`config.mk`:
```
export PLATFORM = sky130hd
export DESIGN_NAME = jpu_uart
export DESIGN_NICKNAME = d
export VERILOG_FILES = /design/src/rtl/uart_pkg.sv /design/src/rtl/uart_bit_timer.sv /design/src/rtl/uart_rx.sv /design/src/rtl/uart_tx.sv /design/src/rtl/jpu_uart.sv
export SDC_FILE = /design/constraint.sdc
export NUM_CORES = 1
export LEC_CHECK = 0
export CAP_MARGIN = 20
export CORE_UTILIZATION = 30
export CTS_BUF_LIST = sky130_fd_sc_hd__clkbuf_4
export DETAILED_ROUTE_END_ITERATION = 16
export PLACE_DENSITY = 0.48
export SYNTH_ARGS = -nofsm -noshare
export SYNTH_HDL_FRONTEND = slang
export SYNTH_SLANG_ARGS = --single-unit
```
`constraint.sdc`:
```
create_clock -name clk -period 6 [get_ports clk]
set_clock_uncertainty 0.15 [all_clocks]
set_input_delay 0.9 -clock clk [delete_from_list [all_inputs] [get_ports clk]]
set_output_delay 0.9 -clock clk [all_outputs]
set_load 0.05 [all_outputs]
```
`src/rtl/uart_pkg.sv`:
```
// uart_pkg: shared constants and state types for the JPU UART.
//   UART_DATA_WIDTH          payload bits per frame
//   WORD_SIZE                width of the bit-period divider
//   UART_MIN_DIVIDE          smallest usable cycles-per-bit value
//   UART_DIVIDE_OVERRIDE_SIM divider used by fast simulation setups
//   tx_state_e / rx_state_e  engine state encodings
package uart_pkg;

  localparam int UART_DATA_WIDTH          = 8;
  localparam int WORD_SIZE                = 32;
  localparam int UART_MIN_DIVIDE          = 4;
  localparam int UART_DIVIDE_OVERRIDE_SIM = 16;

  typedef enum logic [1:0] {
    TX_IDLE,
    TX_START,
    TX_DATA,
    TX_STOP
  } tx_state_e;

  typedef enum logic [1:0] {
    RX_IDLE,
    RX_START,
    RX_DATA,
    RX_STOP
  } rx_state_e;

endpackage

```
`src/rtl/uart_bit_timer.sv`:
```
// uart_bit_timer: down-counter that measures one bit period (or half of one).
//   clk, rst    clock and synchronous active-low reset
//   load        restart the count with load_value
//   load_value  number of cycles until the next tick (>= 2)
//   tick        high during the last cycle of the loaded period
module uart_bit_timer #(
  parameter int WORD_SIZE = uart_pkg::WORD_SIZE
) (
  input  logic                 clk,
  input  logic                 rst,
  input  logic                 load,
  input  logic [WORD_SIZE-1:0] load_value,
  output logic                 tick
);

  logic [WORD_SIZE-1:0] cnt;

  // Loading value-1 makes tick land exactly load_value cycles after the load,
  // so the owning FSM can reload on tick and keep periods back to back.
  always_ff @(posedge clk) begin
    if (!rst) begin
      cnt <= '0;
    end else if (load) begin
      cnt <= load_value - 1'b1;
    end else if (cnt != '0) begin
      cnt <= cnt - 1'b1;
    end
  end

  assign tick = (cnt == '0);

endmodule

```
`src/rtl/uart_rx.sv`:
```
// uart_rx: 8N1 serial receiver with mid-bit sampling.
//   clk, rst       clock and synchronous active-low reset
//   uart_divide    cycles per bit, clamped to UART_MIN_DIVIDE, latched per frame
//   rxd            asynchronous serial input
//   uart_rx_data   last good byte, held between frames
//   uart_rx_valid  one-cycle pulse for a good frame
//   uart_rx_err    one-cycle pulse for a frame whose stop bit was low
module uart_rx #(
  parameter int DATA_WIDTH = uart_pkg::UART_DATA_WIDTH,
  parameter int WORD_SIZE  = uart_pkg::WORD_SIZE
) (
  input  logic                  clk,
  input  logic                  rst,
  input  logic [WORD_SIZE-1:0]  uart_divide,
  input  logic                  rxd,
  output logic [DATA_WIDTH-1:0] uart_rx_data,
  output logic                  uart_rx_valid,
  output logic                  uart_rx_err
);

  import uart_pkg::*;

  localparam int IDX_W = (DATA_WIDTH > 1) ? $clog2(DATA_WIDTH) : 1;
  localparam logic [IDX_W-1:0] LAST_IDX = IDX_W'(DATA_WIDTH - 1);
  localparam logic [WORD_SIZE-1:0] MIN_N = WORD_SIZE'(UART_MIN_DIVIDE);

  rx_state_e state, state_next;
  logic [WORD_SIZE-1:0]  n_eff, n_lat, load_value;
  logic [DATA_WIDTH-1:0] shreg;
  logic [IDX_W-1:0]      bit_idx;
  logic sync1, sync2;
  logic wait_high, arm, load, tick, valid_next, err_next;

  assign n_eff = (uart_divide < MIN_N) ? MIN_N : uart_divide;
  // After a framing error the line may still be low; wait_high keeps that
  // level from being mistaken for a fresh start bit.
  assign arm   = (state == RX_IDLE) && !wait_high && !sync2;
  assign load  = arm || ((state != RX_IDLE) && tick);
  // Half a period first to reach the middle of the start bit, then whole
  // periods from there on.
  assign load_value = arm ? (n_eff >> 1) : n_lat;

  uart_bit_timer #(.WORD_SIZE(WORD_SIZE)) u_timer (
    .clk        (clk),
    .rst        (rst),
    .load       (load),
    .load_value (load_value),
    .tick       (tick)
  );

  // State register, input synchronizer, sample shifter and registered pulses.
  always_ff @(posedge clk) begin
    if (!rst) begin
      sync1         <= 1'b1;
      sync2         <= 1'b1;
      state         <= RX_IDLE;
      n_lat         <= MIN_N;
      shreg         <= '0;
      bit_idx       <= '0;
      wait_high     <= 1'b0;
      uart_rx_data  <= '0;
      uart_rx_valid <= 1'b0;
      uart_rx_err   <= 1'b0;
    end else begin
      sync1         <= rxd;
      sync2         <= sync1;
      state         <= state_next;
      uart_rx_valid <= valid_next;
      uart_rx_err   <= err_next;
      if (arm) begin
        n_lat   <= n_eff;
        bit_idx <= '0;
      end
      if ((state == RX_DATA) && tick) begin
        shreg   <= {sync2, shreg[DATA_WIDTH-1:1]};
        bit_idx <= bit_idx + 1'b1;
      end
      if (valid_next) uart_rx_data <= shreg;
      if (err_next) begin
        wait_high <= 1'b1;
      end else if ((state == RX_IDLE) && sync2) begin
        wait_high <= 1'b0;
      end
    end
  end

  // Next-state logic: a start bit that is high again at mid-bit was a glitch.
  always_comb begin
    state_next = state;
    unique case (state)
      RX_IDLE:  if (arm) state_next = RX_START;
      RX_START: if (tick) state_next = sync2 ? RX_IDLE : RX_DATA;
      RX_DATA:  if (tick && (bit_idx == LAST_IDX)) state_next = RX_STOP;
      RX_STOP:  if (tick) state_next = RX_IDLE;
      default:  state_next = RX_IDLE;
    endcase
  end

  // Output decode: the stop-bit sample decides between valid and error.
  always_comb begin
    valid_next = 1'b0;
    err_next   = 1'b0;
    if ((state == RX_STOP) && tick) begin
      valid_next = sync2;
      err_next   = !sync2;
    end
  end

endmodule

```
`src/rtl/uart_tx.sv`:
```
// uart_tx: 8N1 serial transmitter.
//   clk, rst       clock and synchronous active-low reset
//   uart_divide    cycles per bit, clamped to UART_MIN_DIVIDE, latched per frame
//   uart_tx_data   byte to send, captured on the handshake
//   uart_tx_valid  send request; ignored while the engine is busy
//   uart_tx_ready  registered idle indication
//   txd            registered serial output, idles high
module uart_tx #(
  parameter int DATA_WIDTH = uart_pkg::UART_DATA_WIDTH,
  parameter int WORD_SIZE  = uart_pkg::WORD_SIZE
) (
  input  logic                  clk,
  input  logic                  rst,
  input  logic [WORD_SIZE-1:0]  uart_divide,
  input  logic [DATA_WIDTH-1:0] uart_tx_data,
  input  logic                  uart_tx_valid,
  output logic                  uart_tx_ready,
  output logic                  txd
);

  import uart_pkg::*;

  localparam int IDX_W = (DATA_WIDTH > 1) ? $clog2(DATA_WIDTH) : 1;
  localparam logic [IDX_W-1:0] LAST_IDX = IDX_W'(DATA_WIDTH - 1);
  localparam logic [WORD_SIZE-1:0] MIN_N = WORD_SIZE'(UART_MIN_DIVIDE);

  tx_state_e state, state_next;
  logic [WORD_SIZE-1:0]  n_eff, n_lat, load_value;
  logic [DATA_WIDTH-1:0] shreg;
  logic [IDX_W-1:0]      bit_idx;
  logic accept, load, tick, txd_next, ready_next;

  assign n_eff  = (uart_divide < MIN_N) ? MIN_N : uart_divide;
  // ready is registered one cycle behind the state, so the state check keeps
  // the cycle right after a handshake from accepting a second byte.
  assign accept = (state == TX_IDLE) && uart_tx_valid && uart_tx_ready;
  assign load   = accept || ((state != TX_IDLE) && tick);
  // The divider is latched on the handshake, so the first period uses the
  // live value and all later periods of the frame use the latched copy.
  assign load_value = accept ? n_eff : n_lat;

  uart_bit_timer #(.WORD_SIZE(WORD_SIZE)) u_timer (
    .clk        (clk),
    .rst        (rst),
    .load       (load),
    .load_value (load_value),
    .tick       (tick)
  );

  // State register plus frame datapath and the registered outputs, which
  // therefore follow the state by one cycle.
  always_ff @(posedge clk) begin
    if (!rst) begin
      state         <= TX_IDLE;
      n_lat         <= MIN_N;
      shreg         <= '0;
      bit_idx       <= '0;
      txd           <= 1'b1;
      uart_tx_ready <= 1'b0;
    end else begin
      state         <= state_next;
      txd           <= txd_next;
      uart_tx_ready <= ready_next;
      if (accept) begin
        n_lat   <= n_eff;
        shreg   <= uart_tx_data;
        bit_idx <= '0;
      end else if ((state == TX_DATA) && tick) begin
        shreg   <= shreg >> 1;
        bit_idx <= bit_idx + 1'b1;
      end
    end
  end

  // Next-state logic: every non-idle state lasts one bit period.
  always_comb begin
    state_next = state;
    unique case (state)
      TX_IDLE:  if (accept) state_next = TX_START;
      TX_START: if (tick) state_next = TX_DATA;
      TX_DATA:  if (tick && (bit_idx == LAST_IDX)) state_next = TX_STOP;
      TX_STOP:  if (tick) state_next = TX_IDLE;
      default:  state_next = TX_IDLE;
    endcase
  end

  // Output decode: line level for the current state, registered above.
  always_comb begin
    txd_next   = 1'b1;
    ready_next = 1'b0;
    unique case (state)
      TX_IDLE:  ready_next = 1'b1;
      TX_START: txd_next   = 1'b0;
      TX_DATA:  txd_next   = shreg[0];
      TX_STOP:  txd_next   = 1'b1;
      default:  txd_next   = 1'b1;
    endcase
  end

endmodule

```
`src/rtl/jpu_uart.sv`:
```
// jpu_uart: 8N1 UART transceiver sharing one programmable bit-period divider.
//   clk, rst                     clock and synchronous active-low reset
//   uart_divide                  cycles per bit (clamped to a minimum of 4)
//   uart_tx_data/valid/ready     byte-level transmit handshake
//   txd                          serial output, idles high
//   rxd                          serial input, asynchronous
//   uart_rx_data/valid/err       received byte, good-frame and framing-error pulses
module jpu_uart #(
  parameter int DATA_WIDTH = uart_pkg::UART_DATA_WIDTH,
  parameter int WORD_SIZE  = uart_pkg::WORD_SIZE
) (
  input  logic                  clk,
  input  logic                  rst,
  input  logic [WORD_SIZE-1:0]  uart_divide,
  input  logic [DATA_WIDTH-1:0] uart_tx_data,
  input  logic                  uart_tx_valid,
  output logic                  uart_tx_ready,
  output logic                  txd,
  input  logic                  rxd,
  output logic [DATA_WIDTH-1:0] uart_rx_data,
  output logic                  uart_rx_valid,
  output logic                  uart_rx_err
);

  uart_tx #(.DATA_WIDTH(DATA_WIDTH), .WORD_SIZE(WORD_SIZE)) u_tx (
    .clk           (clk),
    .rst           (rst),
    .uart_divide   (uart_divide),
    .uart_tx_data  (uart_tx_data),
    .uart_tx_valid (uart_tx_valid),
    .uart_tx_ready (uart_tx_ready),
    .txd           (txd)
  );

  uart_rx #(.DATA_WIDTH(DATA_WIDTH), .WORD_SIZE(WORD_SIZE)) u_rx (
    .clk           (clk),
    .rst           (rst),
    .uart_divide   (uart_divide),
    .rxd           (rxd),
    .uart_rx_data  (uart_rx_data),
    .uart_rx_valid (uart_rx_valid),
    .uart_rx_err   (uart_rx_err)
  );

endmodule

```
== Word-level counts from Yosys, hierarchy flattened ==
Index checks and enable logic that the tools add are counted.

* $lt $le $gt $ge: 1
* Bitwise gates (word level): 1
* Muxes and demuxes: 28
* Equal/unequal tests: 16
* Reduce and logical (&&, ||, !) cells: 32
* $add $sub $neg: 6
* Div/mod/pow operators: 0
* Shifts and indexed selects: 0
* Multipliers: 0

{| class="wikitable"
|+ Operators with widths
! cell !! number
|-
| 2-to-1 mux 32 bit || 7
|-
| subtractor 32 x 1 -> 32 bit (second input constant) || 4
|-
| zero test 32 bit || 2
|-
| nonzero test 32 bit || 2
|-
| < comparator 32 x 3 -> 1 bit (second input constant) || 1
|-
| 2-to-1 mux 2 bit || 9
|-
| 2-to-1 mux 8 bit || 2
|-
| one-hot mux 2 bit (4 select lines) || 2
|-
| nonzero test 2 bit || 7
|-
| logical AND 1 bit || 12
|-
| inequality test 2 x 1 -> 1 bit (second input constant) || 6
|-
| == test 2 bit (second input constant) || 4
|-
| AND reduction 4 bit || 2
|-
| adder 3 x 1 -> 3 bit (second input constant) || 2
|-
| == test 3 bit (second input constant) || 2
|-
| 2-to-1 mux 3 bit || 2
|-
| 2-to-1 mux 1 bit || 5
|-
| == test 2 x 1 -> 1 bit (second input constant) || 2
|-
| zero test 2 bit || 2
|-
| inequality test 2 bit (second input constant) || 2
|-
| zero test 1 bit || 2
|-
| logical OR 1 bit || 2
|-
| one-hot mux 1 bit (2 select lines) || 1
|-
| OR reduction 2 bit || 1
|-
| inverter 1 bit || 1
|}

* Latch bits: 0
* Memories kept: 0
* Register bits: 169
* RAM bits: 0
* Bits in read-only memories: 0
* Input port bits: 44
* Output and inout bits: 12

== Longest topological paths before layout ==
* Depth after elaboration: 6
* Depth in mapped cells: 18
* Depth with buffers taken out: 13

== Hierarchy ==
From an unflattened synthesis, not the netlist that was laid out.

* Cell total of the unflattened synthesis: 1,122
* Area, all modules: 9,121.2 µm²

{| class="wikitable"
|+ Modules (own cells, without submodules)
! module !! cells each !! seq. area each (µm²) !! area an instance (µm²) !! instances
|-
| uart_bit_timer || 272 || 640.6 || 2,398.6 || 2
|-
| uart_rx || 302 || 1,161.1 || 2,285.9 || 1
|-
| uart_tx || 276 || 940.9 || 2,038.2 || 1
|}

== Worst setup path before layout ==
No wires, ideal clock.

* Path kind: input port to flip-flop
* Start: in uart_tx_valid
* End: reg u_tx.u_timer.cnt[24]
* Setup slack: 1.381 ns
* Setup time: 0.070 ns
* Arrival time: 4.398 ns
* Stages: 15
* Buffers on the path: 6
* Required time: 5.780 ns
* Path through: and3_1 clkbuf_1 clkbuf_1 clkbuf_1 clkbuf_1 clkbuf_1 clkbuf_1 o21a_1 ha_1 nor3b_1 o21ai_0 a22oi_2 nand4_1 or4_1 a21oi_1

* Cells in the longest elaborated chain, start to end: 5

{| class="wikitable"
|+ RTL lines
! what !! RTL line !! text
|-
| start, declared || jpu_uart.sv:16 || <nowiki>input logic uart_tx_valid,</nowiki>
|-
| logical AND 1 bit (*) (2 in series) || uart_tx.sv:36 || <nowiki>assign accept = (state == TX_IDLE) && uart_tx_valid && uart_tx_ready;</nowiki>
|-
| 2-to-1 mux 32 bit || uart_tx.sv:40 || <nowiki>assign load_value = accept ? n_eff : n_lat;</nowiki>
|-
| subtractor 32 x 1 -> 32 bit || uart_bit_timer.sv:24 || <nowiki>cnt <= load_value - 1'b1;</nowiki>
|-
| 2-to-1 mux 32 bit || uart_bit_timer.sv:23 || <nowiki>end else if (load) begin</nowiki>
|-
| end signal, assigned || uart_bit_timer.sv:24 ||
|-
| end signal, assigned || uart_bit_timer.sv:26 || <nowiki>cnt <= cnt - 1'b1;</nowiki>
|-
| end, declared || uart_bit_timer.sv:16 || <nowiki>logic [WORD_SIZE-1:0] cnt;</nowiki>
|}

Mark *: on every way between the ends. The rest lies on a longest branch, timed or not.
A chain may end at the register's enable or synchronous reset.

== Worst setup path in the final report ==
* Start: in uart_divide[12]
* End: reg u_tx.u_timer.cnt[24]

* Cells in the longest elaborated chain, start to end: 5

{| class="wikitable"
|+ RTL lines
! what !! RTL line !! text
|-
| start, declared || jpu_uart.sv:14 || <nowiki>input logic [WORD_SIZE-1:0] uart_divide,</nowiki>
|-
| < comparator 32 x 3 -> 1 bit || uart_tx.sv:33 || <nowiki>assign n_eff = (uart_divide < MIN_N) ? MIN_N : uart_divide;</nowiki>
|-
| 2-to-1 mux 32 bit (*) || uart_tx.sv:33 ||
|-
| 2-to-1 mux 32 bit (*) || uart_tx.sv:40 ||
|-
| subtractor 32 x 1 -> 32 bit (*) || uart_bit_timer.sv:24 ||
|-
| 2-to-1 mux 32 bit (*) || uart_bit_timer.sv:23 ||
|}

Marks and branches as above.

==> impl_metrics.tcl <==
set metrics [dict create \
    switching_share_pct 43.16 \
    synth_area_leaders "dfxtp_1 (39%), nand2_1 (8.7%), a21oi_1 (8.5%)" \
    path_max_fanout 7 \
    cts_root_buf "clkbuf_4" \
    status "complete, no violations" \
    fp.dieW_um 172.9 \
    clock_latency_ps 610 \
    cp-start-kind "primary input" \
    ios 56 \
    regArea_mm2 0.003383 \
    clk_pin_slew_ps 130 \
    required_ps 6380 \
    drc 0 \
    p_sw_mw 1.970 \
    design_area_mm2 0.01008 \
    cp_data_arrival_time_ps 4900 \
    setup_ws_ps 1482 \
    critical_path.slowest_cell "nor4_1" \
    ctsResizeCount 0 \
    finalHoldViolCount 0 \
    initial_utilization_pct 30.53 \
    first_global_vias 7954 \
    ctsHoldBuffers 0 \
    p_leak_nw 3.666 \
    pwr-share-clk_pct 18.7 \
    synth.distinct_cells 66 \
    max-vdd-ir-drop_mv 0.1288 \
    antenna_found_initial 1 \
    hold_path_class "reg2reg" \
    vias_per_cell 5.409 \
    critPathBufInv 1 \
    r2r_end "u_rx.u_timer.cnt[24]$_SDFFE_PN0P_" \
    rr_worst_depth 11 \
    critPathMostFrequentCell "nand3_1" \
    ys.flop_type "dfxtp_1" \
    maxCapViolCount 0 \
    crit_end "u_tx.u_timer.cnt[24]$_SDFFE_PN0P_" \
    drt-initial-drc-count 755 \
    path_class "in2reg" \
    postSynthCellCount 1159 \
    cp.depth 13 \
    critical_path.reg2reg.startpoint "u_rx.u_timer.cnt[11]$_SDFFE_PN0P_" \
    yosysMostFrequentCell "nand2_1" \
    synth_edf_count 0 \
    yosys.area.top_type_share_pct 38.61 \
    rows 62 \
    p_per_area_mw_per_mm2 452.6 \
    timing.fmax_ghz 0.2213 \
    p_total_mw 4.564 \
    combPwrFrac_pct 48.1 \
    synth.cells.most_frequent "nand2_1 (203), dfxtp_1 (169), a21oi_1 (149), nor2_1 (110), o21ai_0 (56)" \
    grt_usage_pct 19.57 \
    multi_input_area_mm2 0.005089 \
    drt_wl_total_mm 28.94 \
    die_y_um 172.9 \
    cp-end-kind "register" \
    max_slew_margin_pct 39.04 \
    die_area_mm2 0.02990 \
    drive_gt1_share_pct 6.444 \
    startpoint "uart_divide[12]" \
    async_flop_share_pct 0 \
    wire_per_inst_um 18.32 \
    detail-route-antenna-nets 0 \
    firstDrtPassIters 5 \
    ctsLongestPathBuffers 2 \
    setup_tns_ps 0 \
    hold_ws_ps 285.4 \
    cp_cell_sequence "clkdlybuf4s50_1 -> nor4_1 -> and2_1 -> nand3_1 -> nand3_1 -> o21a_1 -> ha_1 -> nor3b_1 -> o21ai_0 -> a22oi_2 -> nand4_1 -> or4_1 -> a21oi_1" \
    post_cts.repair.setup_buffers 0 \
    grt_pass1_wl_mm 45.71 \
    cts_buffers 17 \
    placed_cell_area_mm2 0.009709 \
    ys_seq_area_share_pct 38.61 \
    design.core.area_mm2 0.02870 \
    tightest_slew_ps 910.2 \
    fin_nets 1236 \
    setup_viol 0 \
    grt_overflow 0 \
    grt_max_degree 73 \
    fin_crit_sh_pct 75.30 \
    synth-seq-cells 169 \
    r2r_setup_slack_ps 1680 \
    place_congestion 0.8619 \
    htreeDepth 4 \
    intPower_mw 2.594 \
    cts_tree "yes" \
    avgSynthCellArea_um2 7.561 \
    synthToLayoutAreaGrowth_pct 15.06 \
    critPathMaxStageDelay_ps 700 \
    pre_cts_ws_ps 942.2 \
    period_minus_slack_ps 4518 \
    path_delay_family "simple AND/OR/NAND/NOR gates" \
    synth_top_cell_by_area "dfxtp_1" \
    vias 8546 \
    slew_violations 0 \
    netlist_area_mm2 0.008763 \
    synthesis.nets 1213 \
    yosys_warnings 0 \
    p_seq_share_pct 33.2 \
    io_buffers 55 \
    cts_sinks 169 \
    place_hpwl_mm 21.06 \
    rsz0062_at_grt "no" \
    final.fill_count 3069 \
]
==> through the flow <==
step,util (%),std cells
global placement,33.83,1547
CTS,35.12,1579
global route,35.13,1580
finish,35.13,1580
floorplan,-,1159
detailed placement,33.83,1547
==> sequential cells by signal (all words and copies together), names as in the netlist, named ones only <==
name and cells:
u_tx.uart_tx_ready 1, u_rx.wait_high 1, u_rx.sync2 1, u_rx.uart_rx_data 8, u_rx.u_timer.cnt 32, u_rx.uart_rx_valid 1, u_tx.state 2, u_tx.txd 1
u_rx.shreg 8, u_tx.u_timer.cnt 32, u_rx.sync1 1, u_rx.uart_rx_err 1, u_tx.n_lat 32, u_tx.bit_idx 3, u_rx.n_lat 32, u_tx.shreg 8
u_rx.bit_idx 3, u_rx.state 1
==> metal layers <==
layer / vias up / part of all wire [%] / track usage [%]
met3: 36 / 4.6 / 3.056
li1: 4256 / - / -
met2: 214 / 47 / 31.96
met4: 0 / 1.9 / 5.973
met5: - / 0 / 0
met1: 4040 / 46 / 26.46
==> cells in the final DEF (no fill, tap or decap), drive strengths merged, types with 5 or more instances in the layout <==
| cell | n |
|---|---|
| buf | 17 |
| nand4 | 17 |
| xor2 | 13 |
| o211ai | 6 |
| or2 | 10 |
| nand2 | 203 |
| and3 | 11 |
| nor3 | 49 |
| o221ai | 6 |
| clkbuf | 20 |
| a21oi | 149 |
| or3 | 12 |
| o31ai | 12 |
| inv | 14 |
| clkdlybuf4s50 | 55 |
| a22oi | 5 |
| or4 | 16 |
| xnor2 | 11 |
| and2 | 9 |
| o21a | 10 |
| nand3 | 40 |
| and4 | 9 |
| nand2b | 5 |
| ha | 10 |
| a31oi | 16 |
| nor4 | 27 |
| a211oi | 12 |
| dfxtp | 169 |
| nor2 | 110 |
| o21ai | 58 |
| bufinv | 6 |
| mux2i | 34 |
==> area by class of cell <==
cell class                      instances  area share, %
Multi-Input combinational cell        908          50.47
Sequential cell                       169          33.55
Timing Repair Buffer                   72          6.974
Tap cell                              384          4.765
Clock inverter                         12          2.196
Clock buffer                           20          1.489
Inverter                               14         0.5336
Antenna cell                            1        0.02482
==> power groups by stage <==
stage | Clock [mW] | Sequential, mW | Combinational (mW)
global placement | 0 | 1.54 | 2.19
CTS | 0.881 | 1.51 | 2.19
finish | 0.853 | 1.51 | 2.20
detailed placement | 0 | 1.54 | 2.18
global route | 0.928 | 1.54 | 2.43
floorplan | 0 | 1.50 | 1.60
==> worst reg2reg max path, stage by stage (launching register included) <==
cell      delay (ps)
dfxtp_1          370
or4_4            570
or4_4            560
nor4_2           550
nor2_1           220
a21oi_1          270
ha_1             260
o21ai_0          170
a211oi_4         380
nand3_1          300
o31ai_1          310
a21oi_1          100
==> worst min-delay path by stage <==
stage / from / to / slack [ps] / cells past startpoint
after floorplan: u_rx.sync1$_SDFF_PN1_ / u_rx.sync2$_SDFF_PN1_ / 240 / 1
after global placement: u_rx.sync1$_SDFF_PN1_ / u_rx.sync2$_SDFF_PN1_ / 240 / 1
after CTS: u_rx.sync1$_SDFF_PN1_ / u_rx.sync2$_SDFF_PN1_ / 310 / 1
after global routing: u_rx.sync1$_SDFF_PN1_ / u_rx.sync2$_SDFF_PN1_ / 300 / 1
after detailed placement: u_rx.sync1$_SDFF_PN1_ / u_rx.sync2$_SDFF_PN1_ / 250 / 1
final: u_rx.sync1$_SDFF_PN1_ / u_rx.sync2$_SDFF_PN1_ / 290 / 1
==> cells by family (layout without fill, tap and decap cells) <==
| logic type | after synthesis | after routing | synth area share (%) |
|---|---|---|---|
| buffers and inverters | 82 | 118 | 3.641 |
| xor gates and xnor gates | 24 | 24 | 2.399 |
| DFF | 169 | 169 | 38.61 |
| other | 0 | 1 | 0 |
| and+or+nand+nor | 527 | 527 | 28.37 |
| AOI/OAI and AO/OA | 311 | 311 | 21.42 |
| adders and majority gates | 10 | 10 | 1.428 |
| muxes | 36 | 36 | 4.141 |
No activity file was read; power rests on OpenSTA's default activity.
